## config.mk

```make
export PLATFORM = sky130hd
export DESIGN_NAME = if_stage
export DESIGN_NICKNAME = d
export VERILOG_FILES = /design/src/rtl/if_stage.sv
export SDC_FILE = /design/constraint.sdc
export NUM_CORES = 1
export LEC_CHECK = 0
export ABC_AREA = 1
export BUFFER_PORTS_ARGS = -buffer_cell sky130_fd_sc_hd__buf_2
export CAP_MARGIN = 10
export CORE_ASPECT_RATIO = 1.5
export CORE_MARGIN = 1
export CORE_UTILIZATION = 57
export CTS_CLUSTER_DIAMETER = 30
export DETAILED_ROUTE_END_ITERATION = 8
export GPL_ROUTABILITY_DRIVEN = 1
export PLACE_DENSITY = 0.9
export SKIP_CTS_REPAIR_TIMING = 1
export SLEW_MARGIN = 20
export SYNTH_ARGS = -nofsm -noshare
export SYNTH_HDL_FRONTEND = slang
export SYNTH_SLANG_ARGS = --single-unit
```

## constraint.sdc

```tcl
create_clock -name clk -period 2.2 [get_ports clk]
set_input_delay 0.33 -clock clk [delete_from_list [all_inputs] [get_ports clk]]
set_output_delay 0.33 -clock clk [all_outputs]
set_load 0.03 [all_outputs]
```

## src/rtl/if_stage.sv

```systemverilog
// Instruction-fetch stage: owns PCF, a single-outstanding imem handshake,
// a one-entry skid buffer and the IF/ID pipeline register.
module if_stage #(
  parameter logic [31:0] RESET_PC = 32'h0000_0000
) (
  input  logic        clk,
  input  logic        rst_n,
  input  logic        StallF,
  input  logic        StallD,
  input  logic        PCSrcD,
  input  logic        JumpD,
  input  logic [31:0] PCBranchD,
  input  logic [31:0] PCJumpD,
  output logic        imem_req,
  output logic [31:0] imem_addr,
  input  logic        imem_ready,
  input  logic        imem_rvalid,
  input  logic [31:0] imem_rdata,
  output logic [31:0] InstrD,
  output logic [31:0] PCPlus4D,
  output logic        ValidD
);

  typedef enum logic [1:0] {S_REQ, S_WAIT, S_HOLD} state_t;

  state_t      state, state_n;
  logic [31:0] pcf, pcf_n;
  logic        kill, kill_n;
  logic        req_held, req_held_n;       // request shown, not yet accepted
  logic        redir_pend, redir_pend_n;   // redirect waiting for a held request to go
  logic [31:0] redir_pc, redir_pc_n;
  logic [31:0] skid_data, skid_data_n;
  logic [31:0] instr_n, pcplus4_n;
  logic        valid_n;

  logic        redirect, accept;
  logic [31:0] sel_target, target, pc_plus4;

  assign sel_target = PCSrcD ? PCBranchD : PCJumpD;
  assign target     = sel_target & 32'hFFFF_FFFC;
  assign pc_plus4   = pcf + 32'd4;
  assign redirect   = !StallD && ValidD && (PCSrcD || JumpD);

  // Gated by rst_n so no request escapes while reset is asserted.
  assign imem_req  = rst_n && (state == S_REQ) && (req_held || !StallF);
  assign imem_addr = pcf;
  assign accept    = imem_req && imem_ready;

  always_comb begin
    // NOTE: every signal written here gets a default first, so no path can infer a latch.
    state_n      = state;
    pcf_n        = pcf;
    kill_n       = kill;
    req_held_n   = req_held;
    redir_pend_n = redir_pend;
    redir_pc_n   = redir_pc;
    skid_data_n  = skid_data;
    instr_n      = InstrD;
    pcplus4_n    = PCPlus4D;
    valid_n      = ValidD;

    // An unstalled IF/ID becomes a bubble unless an instruction is delivered below.
    if (!StallD) begin
      instr_n = '0;
      valid_n = 1'b0;
    end

    case (state)
      S_REQ: begin
        req_held_n = imem_req && !imem_ready;
        if (accept) begin
          state_n = S_WAIT;
          if (redir_pend) begin
            pcf_n        = redir_pc;
            redir_pend_n = 1'b0;
          end
        end
        if (redirect) begin
          if (imem_req && !imem_ready) begin
            // Address may not move mid-handshake: doom the request, retarget on accept.
            kill_n       = 1'b1;
            redir_pend_n = 1'b1;
            redir_pc_n   = target;
          end else begin
            pcf_n = target;
            if (accept) kill_n = 1'b1;
          end
        end
      end

      S_WAIT: begin
        if (imem_rvalid) begin
          state_n = S_REQ;
          if (kill) begin
            kill_n = 1'b0;
          end else if (redirect) begin
            pcf_n = target;
          end else if (!StallD) begin
            instr_n   = imem_rdata;
            pcplus4_n = pc_plus4;
            valid_n   = 1'b1;
            pcf_n     = pc_plus4;
          end else begin
            skid_data_n = imem_rdata;
            state_n     = S_HOLD;
          end
        end else if (redirect) begin
          kill_n = 1'b1;
          pcf_n  = target;
        end
      end

      S_HOLD: begin
        if (redirect) begin
          state_n = S_REQ;
          pcf_n   = target;
        end else if (!StallD) begin
          instr_n   = skid_data;
          pcplus4_n = pc_plus4;
          valid_n   = 1'b1;
          pcf_n     = pc_plus4;
          state_n   = S_REQ;
        end
      end

      default: state_n = S_REQ;
    endcase
  end

  // NOTE: sequential state uses non-blocking assignments so every flop samples pre-edge values.
  always_ff @(posedge clk or negedge rst_n) begin
    if (!rst_n) begin
      state      <= S_REQ;
      pcf        <= RESET_PC;
      kill       <= 1'b0;
      req_held   <= 1'b0;
      redir_pend <= 1'b0;
      redir_pc   <= '0;
      skid_data  <= '0;
      InstrD     <= '0;
      PCPlus4D   <= '0;
      ValidD     <= 1'b0;
    end else begin
      state      <= state_n;
      pcf        <= pcf_n;
      kill       <= kill_n;
      req_held   <= req_held_n;
      redir_pend <= redir_pend_n;
      redir_pc   <= redir_pc_n;
      skid_data  <= skid_data_n;
      InstrD     <= instr_n;
      PCPlus4D   <= pcplus4_n;
      ValidD     <= valid_n;
    end
  end

endmodule

```

# == Word-level counts from Yosys, hierarchy flattened ==
# Cells that the tools add are included.
# word_totals
register_bits,164
inputBits,104
output_inout_bits,98
# classes
n_addsub,1
eq_ne,10
n_mux,47
bitwise_logic,2
n_reduce_logical,21
# op_table
cell,count
$mux 32,21
$pmux 32 s2,2
$pmux 32 s3,1
$add 32x3->32 const B,1
$mux 2,7
$mux 1,13
$reduce_and 3->1,4
$ne 3x3->1 const B,3
$ne 2x2->1 const B,4
$logic_and 1x1->1,6
$pmux 2 s3,1
$reduce_and 5->1,1
$pmux 1 s2,2
$reduce_and 4->1,1
$reduce_bool 2->1,2
$logic_not 1->1,3
$ne 3x2->1 const B,1
$reduce_bool 3->1,1
$eq 2x1->1 const B,1
$eq 2x2->1 const B,1
$logic_not 2->1,1
$logic_or 1x1->1,2
$not 1->1,2

# == Longest topological paths before layout ==
# Gate-level depths: netlist of run 1.
# logic_depth
ltp_word,8
depth_mapped,15
depth_no_buf,14

# == Least setup slack after synthesis of run 1 ==
# Ideal clock, no wire load.
# synth_timing
path_kind,reg-to-reg
startpoint,register pcf[2] (netlist: imem_addr[2])
endpoint,register pcf[18] (netlist: imem_addr[18])
arrival_ps,1776
required_time_ps,2083
slack_ps,307
path_stages_with_launch,12
cell_sequence,dfrtp_1 > ha_1 > nand2_1 > nor2_2 > nand2_1 > nor2_2 > xnor2_1 > nand2_1 > nand2_1 > nand2_1 > nand2_1 > nand2_1
# synth_via
elab_chain_cells,6
# synth_rtl
item,line_no,text
from (decl),27,"logic [31:0] pcf, pcf_n;"
from (signal assigned),145,pcf <= pcf_n;
$add 32x3->32 (*),41,assign pc_plus4 = pcf + 32'd4;
$mux 32 (*),"98, 117",
$mux 32 (*),96,end else if (redirect) begin
$mux 32,94,if (kill) begin
$mux 32,92,if (imem_rvalid) begin
$pmux 32 s3 (*),68,case (state)
# Every way passes the cells marked *; elsewhere a longest branch is shown, timed or not. The select of a mux whose other input is x is not followed.
# A chain may end at the register's enable or synchronous reset.

# == Final worst setup path of run 1 ==
# layout_timing
startpoint,register state[0]
endpoint,register pcf[18] (netlist: imem_addr[18])
# layout_via
elab_chain_cells,8
elab_cells_between_ends,15
cone_classes,eq/ne (4); mux (4); reduce/logical (7)
# layout_rtl
item,line_no,text
from (decl),26,"state_t state, state_n;"
from (signal assigned),144,state <= state_n;
$logic_not 2->1,"45, 68",
$logic_and 1x1->1 (2 in series),45,assign imem_req = rst_n && (state == S_REQ) && (req_held || !StallF);
$logic_and 1x1->1,47,assign accept = imem_req && imem_ready;
$mux 32,71,if (accept) begin
$mux 32,79,if (imem_req && !imem_ready) begin
$mux 32,78,if (redirect) begin
$pmux 32 s3,68,
# Several ways; a longest one is shown, not always the timed one.

==> results of run 1 <==
## per-layer routing
layer	track usage [%]	wire, µm	vias to the layer above
met5	0	0	-
li1	-	-	5331
met2	58.95	15680	711
met4	22.72	1918	0
met1	41.90	11910	5176
met3	7.709	3334	155
## cell type report
| cell class | count | area (µm²) | area share [%] |
|---|---|---|---|
| clock inverter | 15 | 185.2 | 1.488 |
| tap | 217 | 271.5 | 2.181 |
| timing repair buffer | 250 | 1484 | 11.92 |
| inverter | 130 | 488.0 | 3.920 |
| multi-input combinational | 1170 | 5490 | 44.10 |
| sequential | 164 | 4104 | 32.97 |
| clock buffer | 17 | 425.4 | 3.417 |
## stage by stage
stage | utilization [%] | cell area [µm²] | setup WS, ns | instances | power (µW)
after floorplan | - | 10420 | 0.3068 | 1554 | 10300
after global placement | 65.77 | 11800 | 0.1856 | 1931 | 12660
after detailed placement | 65.77 | 11800 | 0.1766 | 1931 | 12940
after CTS | 69.18 | 12410 | 0.06974 | 1963 | 16160
after global routing | 69.38 | 12450 | 0.01859 | 1963 | 17370
final | 69.38 | 12450 | 0.1180 | 1963 | 16340
## power by group through the flow
stage,combinational [µW],clock [µW],sequential [µW]
2_1_floorplan,4480,0,5820
5_1_grt,9070,3280,5010
3_3_place_gp,7780,0,4880
3_5_place_dp,8010,0,4930
6_report,8260,3150,4920
4_1_cts,8110,3170,4870
## worst max path at each step
stage	startpoint	endpoint	slack (ns)	cells past startpoint
after CTS	state[0]	imem_req	0.07	6
after global routing	state[0]	imem_addr[18]	0.02	13
final	state[0]	imem_addr[18]	0.12	13
after floorplan	imem_addr[2]	imem_addr[18]	0.31	11
after global placement	imem_addr[4]	imem_addr[25]	0.19	12
after detailed placement	imem_addr[4]	imem_addr[25]	0.18	12
## Yosys cell counts, types with 16 or more instances
cell type    n
a21oi_1     73
nand2_1    575
o21ai_0    189
a21boi_0    32
a31oi_1     16
buf_2       31
nand3_1     73
nor2_1     128
dfrtp_1    164
mux2_2      32
inv_1      125
clkbuf_1    51
## kinds of logic (layout without fill, tap and decap cells)
group	Yosys count	after routing	synth area share [%]
adders and majority gates	5	5	0.6002
DFF	164	164	39.38
buffers and inverters	220	412	8.367
xor gates and xnor gates	10	10	0.8404
muxes	32	32	3.457
and+or+nand+nor	795	795	30.22
AOI/OAI and AO/OA	328	328	17.14
## state kept, by name, indices dropped and copies added (netlist names), named ones only
register,count
InstrD,32
PCPlus4D,32
ValidD,1
imem_addr,32
kill,1
redir_pc,30
req_held,1
skid_data,32
state,2
==> metrics.md, run 1 <==
| Metric | Value |
|---|---|
| Commonest non-fill, non-tap cells in the layout | `nand2_1, buf_2, o21ai_0` |
| CTS root buf | `clkbuf_16` |
| CTS tree | `done` |
| Area of the mapped netlist | `10,420 µm²` |
| Gr ovfl total | `0` |
| Die area | `18,840 µm²` |
| Unrepaired setup endpoints after global routing | `no` |
| Crit Path Category | `reg2reg` |
| Worst Skew | `0.01176 ns` |
| Vias per cell | `5.794` |
| Worst r2r src | `state[0]` |
| Crit end category | `register` |
| Setup_tns | `0 ns` |
| Most common cell after layout, fill and taps aside | `nand2_1` |
| Slowest CP cell | `dfrtp_1` |
| Routed WL | `32,840 µm` |
| Reg power frac | `30.1%` |
| Critical path required time | `2.52 ns` |
| Detailed placement HPWL | `22,270 µm` |
| Post-Synthesis Net Count | `1,663` |
| # fillers | `1,503` |
| Final RePlAce weighted congestion | `0.9754` |
| CP Launch Type | `register` |
| Synth warnings | `0` |
| Clk buf depth | `2` |
| DRT iter0 DRCs | `1,033` |
| Sw power | `7910 µW` |
| #FFs+latches synth | `164` |
| WP buf/inv | `3` |
| Avg Cell Area, Syn | `6.707 µm²` |
| Reg2reg setup slack | `0.12 ns` |
| Post-synth cell types | `36` |
| Top Ports | `202` |
| Core Box Area | `17,940 µm²` |
| Final #Nets | `1,842` |
| Avg WL per Cell | `16.73 µm` |
| Max Cap Viol | `0` |
| Row count | `60` |
| Status | `completed` |
| Post-synthesis instance total | `1,554` |
| Worst hold-check path type | `in2async` |
| Worst vdd ir | `739.4 µV` |
| Initial antenna violation count | `0` |
| Async S/R FF share, synth | `100.0%` |
| Max_slew headroom | `34.40%` |
| CTS buffer count | `17` |
| CP top delay family | `simple AND/OR/NAND/NOR gates` |
| Top cell type's share of synthesized area | `39.38%` |
| Buffers on Ports | `197` |
| Sequential share of the synthesized area | `39.38%` |
| Post-synth EDFFs | `0` |
| Antenna cells | `0` |
| Chip height | `167.6 µm` |
| Worst path max stage delay | `0.39 ns` |
| Worst-Margin Slew | `0.9840 ns` |
| Initial Utilization | `58.09%` |
| Num Clock Sinks | `164` |
| Final cycle utilization of the critical path | `94.63%` |
| Final setup viols | `0` |
| Area Overhead vs Synth | `19.44%` |
| Internal power | `8428 µW` |
| Ranking of synthesized cells by area | `dfrtp_1, nand2_1, o21ai_0` |
| Reg2Reg Depth | `13` |
| Crit path cell chain | `inv_2, ha_1, nand2_1, a21oi_4, nand2_2, nand2_2, inv_1, nor2_4, nand3_1, nand2_1, inv_1, nand2_1, nand2_1` |
| ANT nets after route | `0` |
| Synth Flop Type | `dfrtp_1` |
| Hold Fails Final Rpt | `0` |
| Vias in the first global route | `11,050` |
| Net Sw Frac | `48.42%` |
| Wire length of the first global-routing pass | `53,430 µm` |
| Gate power share | `50.6%` |
| Tot GR Track Use | `35.64%` |
| Final hold slack | `0.003151 ns` |
| Post-synth top area cell | `dfrtp_1` |
| Clk pwr share | `19.3%` |
| Crit Path Max Fanout | `7` |
| Achievable frequency | `480.3 MHz` |
| Largest net degree at the start of global routing | `165` |
| P_leak | `0.006521 µW` |
| Htree depth | `4` |
| Worst-Skew Late Latency | `0.44 ns` |
| Power Dens Cells | `1312 nW/µm²` |
| Slew Limit Fails | `0` |
| Terminus of the critical flop-to-flop path | `imem_addr[18]` |
| # DRC | `0` |
| Die W | `112.4 µm` |
| DRT Pass-1 Iters | `8` |
| Worst EP arrival | `2.40 ns` |
| Most frequent CP cell | `nand2_1` |
| Share of post-route cells with drive strength above 1 | `19.53%` |
| Via count | `11,370` |
| Final min period | `2.082 ns` |
| Reg clk slew, reported paths | `0.07 ns` |
Power figures use the tool's default switching activity.
==> run 2, diff against run 1 <==
--- a/config.mk
+++ b/config.mk
@@ -9,7 +9,7 @@
 export BUFFER_PORTS_ARGS = -buffer_cell sky130_fd_sc_hd__buf_2
 export CAP_MARGIN = 10
 export CORE_ASPECT_RATIO = 1.5
-export CORE_MARGIN = 1
+export CORE_MARGIN = 4
 export CORE_UTILIZATION = 57
 export CTS_CLUSTER_DIAMETER = 30
 export DETAILED_ROUTE_END_ITERATION = 8
==> run 2 against run 1 <==
- maximum frequency up 0.72%
- hold slack improved by 0.049 ns
- first-iteration DRC count rose by 15%
- via count is 0.23% lower
- global-route usage is 3.5 points lower
- final cell count fell by 0.20%
- combinational power decreased by 2%
- critical path depth fell by 7
- critical endpoint is now imem_req
- largest power group unchanged
==> metrics.md, run 2 (synthesis results as in run 1) <==
| Metric | Value |
|---|---|
| Internal power | `8362 µW` |
| Routed WL | `33,040 µm` |
| Power Dens Cells | `1299 nW/µm²` |
| Tot GR Track Use | `32.18%` |
| Initial Utilization | `58.09%` |
| # DRC | `0` |
| Worst-Skew Late Latency | `0.43 ns` |
| Antenna cells | `0` |
| P_leak | `0.006495 µW` |
| Post-route design area | `12,410 µm²` |
| DRT Pass-1 Iters | `6` |
| Placed inst area | `11,800 µm²` |
| Final cycle utilization of the critical path | `93.96%` |
| Unrepaired setup endpoints after global routing | `no` |
| CP Launch Point | `state[0]` |
| Status | `completed` |
| Multi-input gate area | `5463 µm²` |
| Final setup viols | `0` |
| CP Launch Type | `register` |
| Worst Skew | `0.009551 ns` |
| Achievable frequency | `483.8 MHz` |
| Die area | `20,560 µm²` |
| Clk buf depth | `2` |
| Most common cell after layout, fill and taps aside | `nand2_1` |
| Detailed placement HPWL | `23,180 µm` |
| Gr ovfl total | `0` |
| Crit Path Category | `reg2out` |
| Worst r2r src | `imem_addr[3]` |
| Row count | `60` |
| Max Cap Viol | `0` |
| CTS tree | `done` |
| Net Sw Frac | `48.11%` |
| Vias in the first global route | `11,330` |
| Top Ports | `202` |
| Buffers on Ports | `197` |
| Final min period | `2.067 ns` |
| Max_slew headroom | `38.51%` |
| Worst hold-check path type | `in2async` |
| DP Cell Count | `1,927` |
| Worst EP arrival | `1.74 ns` |
| Critical path required time | `1.87 ns` |
| Setup_tns | `0 ns` |
| Reg power frac | `30.7%` |
| DRT iter0 DRCs | `1,186` |
| Final RePlAce weighted congestion | `0.9684` |
| Chip height | `173.6 µm` |
| Htree depth | `4` |
| Avg WL per Cell | `16.87 µm` |
| ANT nets after route | `0` |
| Slew Limit Fails | `0` |
| Clk pwr share | `19.1%` |
| Worst vdd ir | `634.4 µV` |
| Largest net degree at the start of global routing | `165` |
| Gate power share | `50.2%` |
| Final #Nets | `1,838` |
| Reg clk slew, reported paths | `0.07 ns` |
| Commonest non-fill, non-tap cells in the layout | `nand2_1, buf_2, o21ai_0` |
| Share of post-route cells with drive strength above 1 | `19.12%` |
| Hold Fails Final Rpt | `0` |
| Num Clock Sinks | `164` |
| Area Overhead vs Synth | `19.06%` |
| Core Box Area | `17,940 µm²` |
| Vias per cell | `5.792` |
| Wire length of the first global-routing pass | `54,170 µm` |
| Die W | `118.4 µm` |
| Crit end category | `primary output` |
| CTS root buf | `clkbuf_16` |
| Reg area | `4104 µm²` |
| Worst-Margin Slew | `0.9224 ns` |
| CTS buffer count | `17` |
| Sw power | `7753 µW` |
| Via count | `11,350` |
| Crit Path Max Fanout | `10` |
| Initial antenna violation count | `0` |
| Final std cells w/o fill | `1,959` |
| # fillers | `1,521` |
-- run 2: cell types whose count changed in the layout (fill, tap and decap cells not counted), sizes merged --
cell | before | now
inv | 137 | 134
buf | 249 | 245
clkinvlp | 3 | 2
clkinv | 3 | 6
clkbuf | 18 | 19
-- run 2: critical path, cell delays in order (launching register included) --
cell and delay (ns):
dfrtp_1 0.39, inv_1 0.12, ha_1 0.18, nand2_1 0.08, a21oi_2 0.17, buf_6 0.18
clkbuf_4 0.20
-- run 2: layout make-up --
| class | count | area share [%] |
|---|---|---|
| multi-input combinational | 1170 | 44.02 |
| timing repair buffer | 246 | 11.92 |
| clock buffer | 18 | 3.539 |
| tap | 217 | 2.188 |
| sequential | 164 | 33.07 |
| clock inverter | 14 | 1.331 |
| inverter | 130 | 3.932 |
-- run 2: power groups by stage --
stage | combinational, µW | clock, µW | sequential (µW)
floorplan | 4480 | 0 | 5820
global placement | 7680 | 0 | 4910
detailed placement | 7930 | 0 | 4970
CTS | 7990 | 3100 | 4910
global route | 8900 | 3240 | 5080
finish | 8100 | 3070 | 4950
-- run 2: final timing paths --
kind / endpoint / depth (start not counted) / slack [ns]
worst max-delay path: imem_req / 6 / 0.13
worst min-delay path: redir_pc[25] / 2 / 0.05
worst max register to register: imem_addr[30] / 12 / 0.14
worst min register to register: redir_pc[18] / 2 / 0.47
max in group asynchronous: skid_data[10] / 2 / 1.45
min in group clk: skid_data[26] / 2 / 0.14
-- run 2: per-stage QoR --
| stage | setup slack (ns) | hold WS, ns | util, % | power, µW |
|---|---|---|---|---|
| 2_1_floorplan | 0.3068 | 0.03441 | - | 10300 |
| 3_3_place_gp | 0.2270 | 0.4534 | 65.75 | 12590 |
| 3_5_place_dp | 0.1966 | 0.4589 | 65.75 | 12900 |
| 4_1_cts | 0.09276 | 0.1289 | 69.11 | 16000 |
| 5_1_grt | 0.001953 | 0.1324 | 69.16 | 17220 |
| 6_report | 0.1329 | 0.05240 | 69.16 | 16110 |
-- run 2: per-layer routing --
| layer | vias up | wire (µm) | global-route usage, % |
|---|---|---|---|
| met5 | - | 0 | 0 |
| li1 | 5327 | - | - |
| met1 | 5166 | 12040 | 37.68 |
| met3 | 141 | 3305 | 6.660 |
| met2 | 713 | 16040 | 54.59 |
| met4 | 0 | 1655 | 18.46 |
==> run 3, diff against run 2 <==
--- a/config.mk
+++ b/config.mk
@@ -9,13 +9,11 @@
 export BUFFER_PORTS_ARGS = -buffer_cell sky130_fd_sc_hd__buf_2
 export CAP_MARGIN = 10
 export CORE_ASPECT_RATIO = 1.5
-export CORE_MARGIN = 4
-export CORE_UTILIZATION = 57
+export CORE_UTILIZATION = 61
 export CTS_CLUSTER_DIAMETER = 30
 export DETAILED_ROUTE_END_ITERATION = 8
 export GPL_ROUTABILITY_DRIVEN = 1
-export PLACE_DENSITY = 0.9
-export SKIP_CTS_REPAIR_TIMING = 1
+export PLACE_DENSITY = 0.95
 export SLEW_MARGIN = 20
 export SYNTH_ARGS = -nofsm -noshare
 export SYNTH_HDL_FRONTEND = slang
==> constraint.sdc (replaced) <==
create_clock -name clk -period 2.53 [get_ports clk]
set_input_delay 0.3795 -clock clk [delete_from_list [all_inputs] [get_ports clk]]
set_output_delay 0.3795 -clock clk [all_outputs]
set_load 0.03 [all_outputs]
==> run 3 against run 2 <==
- utilization is 4.2 points higher
- critical path depth stayed put
- non-clock buffer count is 16 lower
- worst setup slack better by 0.16 ns
- total power is 12% lower
- first-iteration DRC count is 4.4% lower
- clock skew hardly changed
- combinational power is 15% lower
- routed wire length is 2.9% lower
- final cell count is 1.1% lower
- via count is 0.47% higher
- sequential power is 12% lower
- critical path type unchanged
- highest routed layer unchanged
==> metrics.md, run 3 (synthesis results as in run 1) <==
| Metric | Value |
|---|---|
| P_leak | `0.006430 µW` |
| Crit Path Max Fanout | `11` |
| Power Dens Cells | `1158 nW/µm²` |
| Largest net degree at the start of global routing | `165` |
| Final cycle utilization of the critical path | `88.52%` |
| Post-CTS Setup Inserts | `0` |
| DRT Pass-1 Iters | `8` |
| Final RePlAce weighted congestion | `0.9909` |
| Met2 Use GR | `62.95%` |
| Reg clk slew, reported paths | `0.06 ns` |
| Vias per cell | `5.885` |
| Worst hold-check path type | `in2async` |
| Detailed placement HPWL | `21,760 µm` |
| Worst-Margin Slew | `0.9875 ns` |
| CTS root buf | `clkbuf_16` |
| Status | `completed` |
| GRT met3 Usage | `7.945%` |
| Crit Path Category | `reg2out` |
| Critical path required time | `2.15 ns` |
| Initial antenna violation count | `1` |
| Initial Utilization | `62.17%` |
| Sw power | `6650 µW` |
| Die area | `17,620 µm²` |
| Top Ports | `202` |
| Worst-Skew Late Latency | `0.43 ns` |
| Max Cap Viol | `0` |
| Setup_tns | `0 ns` |
| Net Sw Frac | `46.73%` |
| ANT nets after route | `0` |
| Final #Nets | `1,822` |
| Buffers on Ports | `197` |
| Share of post-route cells with drive strength above 1 | `18.13%` |
| Clk pwr share | `20.9%` |
| Slew Limit Fails | `0` |
| DRT iter0 DRCs | `1,134` |
| Gr ovfl total | `0` |
| Achievable frequency | `446.5 MHz` |
| Vias in the first global route | `10,940` |
| Final setup viols | `0` |
| Htree depth | `4` |
| Hold Buf Count CTS | `0` |
| Via count | `11,400` |
| CTS buffer count | `17` |
| Core Box Area | `16,760 µm²` |
| Resize count post-CTS | `0` |
| Row count | `58` |
| Final min period | `2.240 ns` |
| Unrepaired setup endpoints after global routing | `no` |
| GRT busiest layer | `met2` |
| Worst vdd ir | `1019 µV` |
| # DRC | `0` |
| Gate power share | `48.5%` |
| Crit end category | `primary output` |
| Avg WL per Cell | `16.56 µm` |
| Clk buf depth | `2` |
| Met1 usage | `43.79%` |
| Chip height | `162.1 µm` |
| Total power draw | `14,230 µW` |
| Max_slew headroom | `34.16%` |
| Reg power frac | `30.6%` |
| Worst Skew | `0.009478 ns` |
| Num Clock Sinks | `164` |
| CP Launch Type | `register` |
| Tot GR Track Use | `37.71%` |
| Most common cell after layout, fill and taps aside | `nand2_1` |
| Commonest non-fill, non-tap cells in the layout | `nand2_1, buf_2, o21ai_0` |
| Die W | `108.7 µm` |
| Area Overhead vs Synth | `17.95%` |
| Wire length of the first global-routing pass | `51,670 µm` |
| Worst EP arrival | `1.86 ns` |
| Hold Fails Final Rpt | `0` |
| CTS tree | `done` |
| Internal power | `7580 µW` |
| Routed WL | `32,070 µm` |
-- run 3: cell types whose count changed in the layout (fill, tap and decap cells not counted), moves of 3 or more --
| cell | before | now |
|---|---|---|
| clkbuf_1 | 0 | 3 |
| bufinv_16 | 2 | 6 |
| buf_4 | 39 | 28 |
| buf_12 | 9 | 5 |
| inv_6 | 5 | 1 |
-- run 3: worst max-delay path, cell delays in order, from the launching register on --
cell	delay (ns)
dfrtp_1	0.39
inv_1	0.12
ha_1	0.25
nand2_1	0.11
a21oi_2	0.14
buf_4	0.20
buf_2	0.22
-- run 3: final cells by class --
class / instances / area, µm²
clock inverter: 11 / 222.7
multi-input combinational: 1170 / 5460
clock buffer: 21 / 450.4
fill: 1323 / 4471
tap: 210 / 262.8
sequential: 164 / 4104
timing repair buffer: 230 / 1303
inverter: 130 / 488.0
antenna: 1 / 2.502
-- run 3: path summary, 6_finish.rpt --
kind | from | endpoint | slack [ns] | cells after the start
worst max-delay path | state[1] | imem_req | 0.29 | 6
worst min-delay path | rst_n | PCPlus4D[23] | 0.05 | 2
worst max register to register | imem_addr[2] | imem_addr[26] | 0.32 | 12
worst min register to register | redir_pc[17] | redir_pc[17] | 0.48 | 2
max in group asynchronous | rst_n | redir_pc[13] | 1.68 | 2
min in group clk | imem_rdata[30] | skid_data[30] | 0.19 | 2
-- run 3: through the flow --
stage	instances	hold slack, ns	area [µm²]	util [%]	setup WS [ns]
final	1937	0.04813	12290	73.33	0.2905
after global routing	1937	0.1544	12290	73.33	0.1149
after CTS	1936	0.1769	12290	73.32	0.2886
after detailed placement	1904	0.4586	11620	69.30	0.3993
after global placement	1904	0.4539	11620	69.30	0.4719
after floorplan	1554	0.08391	10420	-	0.6368
-- run 3: power groups by stage --
stage,combinational [µW],sequential [µW],clock [µW]
6_report,6900,4350,2980
5_1_grt,7600,4440,3100
4_1_cts,6780,4310,3000
3_5_place_dp,6710,4350,0
3_3_place_gp,6520,4310,0
2_1_floorplan,3900,5060,0
-- run 3: metal layers --
layer / share of wire, % / vias to the layer above
met3: 11 / 137
li1: - / 5286
met2: 48 / 736
met5: 0 / -
met1: 36 / 5241
met4: 4.9 / 0
